==> src/rtl/rv32i_types.sv <==
// Shared types for the instruction fetch slice.
//   fetch_entry_t  : one instruction-queue entry {pc, inst}
//   fetch_state_t  : request/stale control states of fetch_unit
//   IMEM_RMASK_*   : read-mask encodings for the instruction memory port
package rv32i_types;

    typedef struct packed {
        logic [31:0] pc;
        logic [31:0] inst;
    } fetch_entry_t;

    typedef enum logic [1:0] {
        IDLE       = 2'd0,
        WAIT       = 2'd1,
        WAIT_STALE = 2'd2
    } fetch_state_t;

    localparam logic [3:0]  IMEM_RMASK_WORD = 4'hF;
    localparam logic [3:0]  IMEM_RMASK_NONE = 4'h0;
    localparam logic [31:0] INST_BYTES      = 32'd4;

endpackage

==> src/rtl/fetch_fifo.sv <==
// Instruction queue between fetch and decode.
// Circular buffer of DEPTH fetch_entry_t entries (DEPTH a power of two,
// so the pointers wrap naturally).
//   clk, rst    : clock, asynchronous active-high reset (pointers/count)
//   enq         : write enq_data at the tail (ignored when full or flushing)
//   enq_data    : entry to write
//   deq         : pop the head (ignored when empty or flushing)
//   flush       : discard every entry; wins over enq and deq
//   head        : current head entry, forced to zero while empty
//   count       : number of valid entries (0..DEPTH)
//   empty, full : count == 0 / count == DEPTH
module fetch_fifo
    import rv32i_types::*;
#(
    parameter int unsigned DEPTH = 4
) (
    input  logic                       clk,
    input  logic                       rst,
    input  logic                       enq,
    input  fetch_entry_t               enq_data,
    input  logic                       deq,
    input  logic                       flush,
    output fetch_entry_t               head,
    output logic [$clog2(DEPTH):0]     count,
    output logic                       empty,
    output logic                       full
);

    localparam int unsigned PTR_W = $clog2(DEPTH);
    localparam int unsigned CNT_W = PTR_W + 1;

    fetch_entry_t     mem [DEPTH];
    logic [PTR_W-1:0] wptr;
    logic [PTR_W-1:0] rptr;
    logic             do_enq;
    logic             do_deq;

    assign empty  = (count == '0);
    assign full   = (count == CNT_W'(DEPTH));
    assign do_enq = enq && !full && !flush;
    assign do_deq = deq && !empty && !flush;

    // Gating the head with empty keeps the outputs at zero after reset
    // without having to clear the storage array.
    assign head = empty ? '0 : mem[rptr];

    always_ff @(posedge clk or posedge rst) begin
        if (rst) begin
            wptr  <= '0;
            rptr  <= '0;
            count <= '0;
        end else if (flush) begin
            wptr  <= '0;
            rptr  <= '0;
            count <= '0;
        end else begin
            if (do_enq) begin
                wptr <= wptr + PTR_W'(1);
            end
            if (do_deq) begin
                rptr <= rptr + PTR_W'(1);
            end
            case ({do_enq, do_deq})
                2'b10:   count <= count + CNT_W'(1);
                2'b01:   count <= count - CNT_W'(1);
                default: count <= count;
            endcase
        end
    end

    always_ff @(posedge clk) begin
        if (do_enq) begin
            mem[wptr] <= enq_data;
        end
    end

endmodule

==> src/rtl/fetch_unit.sv <==
// Instruction fetch unit: issues one word read at a time to instruction
// memory, queues the returned words for decode, and handles redirects from
// downstream, including responses that belong to a request issued before
// the redirect (stale responses).
//   clk, rst               : clock, asynchronous active-high reset
//   imem_addr, imem_rmask  : read request (rmask 4'hF for the whole request)
//   imem_rdata, imem_resp  : one-cycle read response
//   redirect, redirect_pc  : flush the queue and refetch from redirect_pc
//   deq_ready              : decode takes the head entry this cycle
//   deq_valid, deq_pc,
//   deq_inst, deq_order    : head entry of the instruction queue and its
//                            sequence number
module fetch_unit
    import rv32i_types::*;
#(
    parameter int unsigned DEPTH    = 4,
    parameter logic [31:0] RESET_PC = 32'h1eceb000
) (
    input  logic        clk,
    input  logic        rst,
    output logic [31:0] imem_addr,
    output logic [3:0]  imem_rmask,
    input  logic [31:0] imem_rdata,
    input  logic        imem_resp,
    input  logic        redirect,
    input  logic [31:0] redirect_pc,
    input  logic        deq_ready,
    output logic        deq_valid,
    output logic [31:0] deq_pc,
    output logic [31:0] deq_inst,
    output logic [63:0] deq_order
);

    localparam int unsigned CNT_W = $clog2(DEPTH) + 1;

    fetch_state_t     state;
    fetch_state_t     state_next;
    logic [31:0]      pc_q;      // address of the next request to issue
    logic [31:0]      addr_q;    // address of the request in flight
    logic [63:0]      order_q;
    logic             issue;
    logic             accept;
    logic             deq_fire;
    fetch_entry_t     enq_entry;
    fetch_entry_t     fifo_head;
    logic [CNT_W-1:0] fifo_count;
    logic             fifo_empty;
    logic             fifo_full;

    // Request control. A request occupies WAIT (or WAIT_STALE once a
    // redirect has orphaned it) up to and including its response cycle,
    // so at most one is ever outstanding. Issue is decided only in IDLE,
    // which also guarantees a full queue never receives a response.
    always_comb begin
        state_next = state;
        issue      = 1'b0;
        accept     = 1'b0;
        case (state)
            IDLE: begin
                // No issue in the redirect cycle: pc_q still holds the old
                // stream and the new target only lands at this edge.
                if (!redirect && (fifo_count < CNT_W'(DEPTH))) begin
                    issue      = 1'b1;
                    state_next = WAIT;
                end
            end
            WAIT: begin
                if (imem_resp) begin
                    accept     = !redirect && !fifo_full;
                    state_next = IDLE;
                end else if (redirect) begin
                    state_next = WAIT_STALE;
                end
            end
            WAIT_STALE: begin
                // The response belongs to the flushed stream; drop it.
                if (imem_resp) begin
                    state_next = IDLE;
                end
            end
            default: begin
                state_next = IDLE;
            end
        endcase
    end

    assign deq_fire = deq_valid && deq_ready && !redirect;

    always_ff @(posedge clk or posedge rst) begin
        if (rst) begin
            state   <= IDLE;
            pc_q    <= RESET_PC;
            addr_q  <= RESET_PC;
            order_q <= '0;
        end else begin
            state <= state_next;
            if (redirect) begin
                pc_q <= redirect_pc;
            end else if (issue) begin
                pc_q <= pc_q + INST_BYTES;
            end
            // addr_q is only reloaded on issue, so a stale request keeps
            // presenting its original address until its response.
            if (issue) begin
                addr_q <= pc_q;
            end
            if (deq_fire) begin
                order_q <= order_q + 64'd1;
            end
        end
    end

    assign enq_entry = '{pc: addr_q, inst: imem_rdata};

    fetch_fifo #(
        .DEPTH (DEPTH)
    ) u_fifo (
        .clk      (clk),
        .rst      (rst),
        .enq      (accept),
        .enq_data (enq_entry),
        .deq      (deq_fire),
        .flush    (redirect),
        .head     (fifo_head),
        .count    (fifo_count),
        .empty    (fifo_empty),
        .full     (fifo_full)
    );

    assign imem_rmask = (state == IDLE) ? IMEM_RMASK_NONE : IMEM_RMASK_WORD;
    assign imem_addr  = addr_q;
    assign deq_valid  = !fifo_empty;
    assign deq_pc     = fifo_head.pc;
    assign deq_inst   = fifo_head.inst;
    assign deq_order  = order_q;

endmodule

==> config.mk <==
export PLATFORM = sky130hd
export DESIGN_NAME = fetch_unit
export DESIGN_NICKNAME = d
export VERILOG_FILES = /design/src/rtl/rv32i_types.sv /design/src/rtl/fetch_fifo.sv /design/src/rtl/fetch_unit.sv
export SDC_FILE = /design/constraint.sdc
export NUM_CORES = 1
export LEC_CHECK = 0
export ABC_AREA = 1
export CAP_MARGIN = 25
export CORE_MARGIN = 2
export CORE_UTILIZATION = 54
export DETAILED_ROUTE_END_ITERATION = 10
export PLACE_DENSITY = 0.78
export SETUP_SLACK_MARGIN = 0.02
export SYNTH_ARGS = -nofsm -noshare
export SYNTH_HDL_FRONTEND = slang
export SYNTH_HIERARCHICAL = 1
export SYNTH_SLANG_ARGS = --single-unit
export TNS_END_PERCENT = 50
==> constraint.sdc <==
create_clock -name clk -period 7.8 [get_ports clk]
set_input_delay 0.78 -clock clk [delete_from_list [all_inputs] [get_ports clk]]
set_output_delay 0.78 -clock clk [all_outputs]
set_load 0.02 [all_outputs]
==> flow_summary.ini <==
[run_status]
status = completed

[worst_hold_path]
holdPathEnd = pc_q[17]
hp-class = reg2reg
hold_path.startpoint = pc_q[17]
holdPathStages = 2

[global_routing]
grt_usage = 0.259
overflow = 0
grt_pass1_wl_mm = 69.3
grt_pass1_vias = 13400
grt_max_degree = 100
antenna_found_initial = 0

[pwr]
cell_internal_pwr_w = 0.00443
ir_worst_vdd_mv = 0.204
combPwrFrac = 0.283
p_sw_w = 0.00223
p_leak_nw = 8.37
seq_power_share = 0.426
power_frac_clock = 0.292
power.density_mw_per_mm2 = 307
p_total_w = 0.00667
p_sw_frac = 0.335

[synth]
synth.area.top_cells = edfxtp_1, dfrtp_1, nor2_1
yosysWarnings = 6
syn_avg_cell_area_sq_um = 9.75
ys_seq_area_frac = 0.632
synth-edff-count = 256
synth_compound_area_frac = 0.0816
synth_cells = 1808
synth_xor_area_frac = 0.0194
synth-simple-area-share = 0.210
yosysMostFrequentCell = nor2_1
syn_nets = 1884
synth_top_family_by_area = simple AND/OR/NAND/NOR gates
syn-cell-area_sq_mm = 0.0176
synth_adder_area_share = 0.00539
synth_mux_area_frac = 0
ys_ff_latch = 393
synth_flop_cell = edfxtp_1
synth_area_leader_cell = edfxtp_1
synth_cell_types = 41
yosys.area.top_type_share = 0.436
synth_async_sr_flop_share = 0.349
synth_commonest_cells = nor2_1, nand2_1, edfxtp_1, o21ai_0, inv_1

[route]
drt-total-wl_mm = 43.9
drt-vias-per-instance = 5.45
dr.first_iter.drc_count = 1148
via_count = 13600
postRouteAntennaNets = 0
wl_per_cell_microns = 17.5
wl_met3_mm = 3.32
wl_met2_mm = 21.1
drcViolationCount = 0
met1Wirelength_mm = 18.4
dr.pass1.iters = 5
dr.max_layer_used = met4

[cells_and_area]
area_growth_pct = 23.1
num-nets-final = 2107
fillCellCount = 2463
drive_gt1_frac = 0.0694
diodes = 0

[setup_path]
critPathMaxFanout = 66
max_stage_delay_ns = 0.67
path_buf_inv = 4
required_ns = 7.02
rr_worst_depth = 16
start_kind = register
r2r_start = u_fifo/count[0]
crit_slowest_cell = clkdlybuf4s50_1
arrival_ns = 3.20
path_delay_family = buffers and inverters
r2r_slack_ns = 4.75
crit_path_end_kind = primary output
r2r_end = u_fifo/count[2]
critical_path.cell_chain = clkinv_2 > buf_4 > buf_12 > o21ai_0 > a21oi_1 > clkdlybuf4s50_1
worstSetupPathType = reg2out

[cts]
cts_sinks = 393
cts_tree = built
clk_latency_ns = 0.54
cts_setup_buffers = 0
h-tree-depth = 2
numCtsBuffers = 41
clock_path_buffers = 3
path_clk_slew_ns = 0.06
cts-root-buf = clkbuf_16
cts-resized-gates = 0
hold_buffers = 0

[timing]
rsz0062_at_grt = no
slew_headroom = 0.318
hold_viol = 0
setup_tns_ns = 0
fin_crit_ns = 3.98
setup_viol = 0
min_period_over_period = 0.511
worst_pin_slew_ns = 1.02
fmax_mhz = 251
drv_slew = 0
clock_skew_ns = 0.0197

[placed_design]
routabilityCongestion = 0.929
port_buffers = 233
dpl.hpwl_mm = 28.1

[floorplanning]
core_area_sq_mm = 0.0324
dieHeight_microns = 185
start_util = 0.545
die-area_sq_mm = 0.0341
rows = 66
num_io_pins = 234
die_w_microns = 185

[flow_run]
drv_cap = 0
flip-flops by register name, indices dropped and copies added, names as in the netlist:
signal        cells
pc_q             32
deq_order        64
imem_addr        32
u_fifo/mem      256
state             2
u_fifo/count      3
u_fifo/wptr       2
u_fifo/rptr       2
worst register-to-register path: stages (launching register included):
cell and delay, ns:
dfrtp_1 0.43, nor2_1 0.18, nand2_1 0.13, inv_2 0.06
buf_4 0.63, inv_2 0.15, nand2_1 0.11, nor2_2 0.14
nand2_1 0.16, nor2_1 0.08, fa_1 0.38, xnor2_1 0.19
inv_1 0.06, nand2_1 0.06, nand2_1 0.05, nand2_1 0.06
nand2_1 0.05
layer usage:
metal,global-route usage,vias up
li1,-,6464
met1,0.352,6545
met2,0.428,558
met3,0.0439,73
met4,0.0800,0
met5,0,-
placed cells by master, fill, tap and decap left out, drive strengths merged, types with 4 or more instances in the layout:
master and instances:
clkbuf 48, dfrtp 113, nand2 337, dfstp 24
nand3b 15, clkdlybuf4s50 233, bufinv 5, nor3 16
nor2 406, o221ai 4, o211ai 8, nand4 19
xor2 17, inv 142, edfxtp 256, ha 6
a21oi 68, xnor2 22, o21ai 190, o21bai 4
buf 15, clkinv 20, nand3 84
cell type report:
class                           count  area (sq um)  share of cell area
Clock buffer                       48          1070              0.0495
Clock inverter                     25           269              0.0124
Inverter                          142           537              0.0247
Multi-Input combinational cell   1205          5610               0.259
Sequential cell                   393         11200               0.514
Tap cell                          442           553              0.0255
Timing Repair Buffer              248          2500               0.115
kinds of logic (layout without fill, tap and decap cells):
kind of cell | after synthesis | count (layout)
AO/OA/AOI/OAI | 277 | 277
adder cells (fa/ha/maj) | 7 | 7
XOR/XNOR | 39 | 39
buffers and inverters | 210 | 463
AND/OR/NAND/NOR | 882 | 882
flip-flops | 393 | 393
power groups by stage:
stage          clock network [W]  logic, W  registers, W
2_1_floorplan                  0  0.000968       0.00286
3_3_place_gp                   0   0.00183       0.00285
3_5_place_dp                   0   0.00187       0.00287
4_1_cts                  0.00197   0.00188       0.00283
5_1_grt                  0.00205   0.00203       0.00286
6_report                 0.00194   0.00188       0.00284
metrics by stage:
step                       util  hold slack (ns)  instance area, sq um  cells  worst slack, ns
final                     0.670            0.515                 21700   2503             3.82
after global routing      0.670            0.533                 21700   2503             3.68
after CTS                 0.668            0.513                 21600   2501             3.56
after detailed placement  0.627            0.503                 20300   2428             3.90
after global placement    0.626            0.492                 20300   2427             3.98
after floorplan               -            0.488                 17600   1808             2.89
how the worst max path moves through the flow:
stage	slack, ns	cells after the start	end	startpoint
floorplan	2.89	7	u_fifo/mem[0][0]	redirect
global placement	3.98	10	pc_q[14]	redirect
detailed placement	3.90	10	pc_q[14]	redirect
CTS	3.56	6	deq_pc[27]	u_fifo/rptr[0]
global route	3.68	6	deq_inst[2]	u_fifo/rptr[0]
finish	3.82	6	deq_inst[2]	u_fifo/rptr[0]
Power figures use the tool's default switching activity.
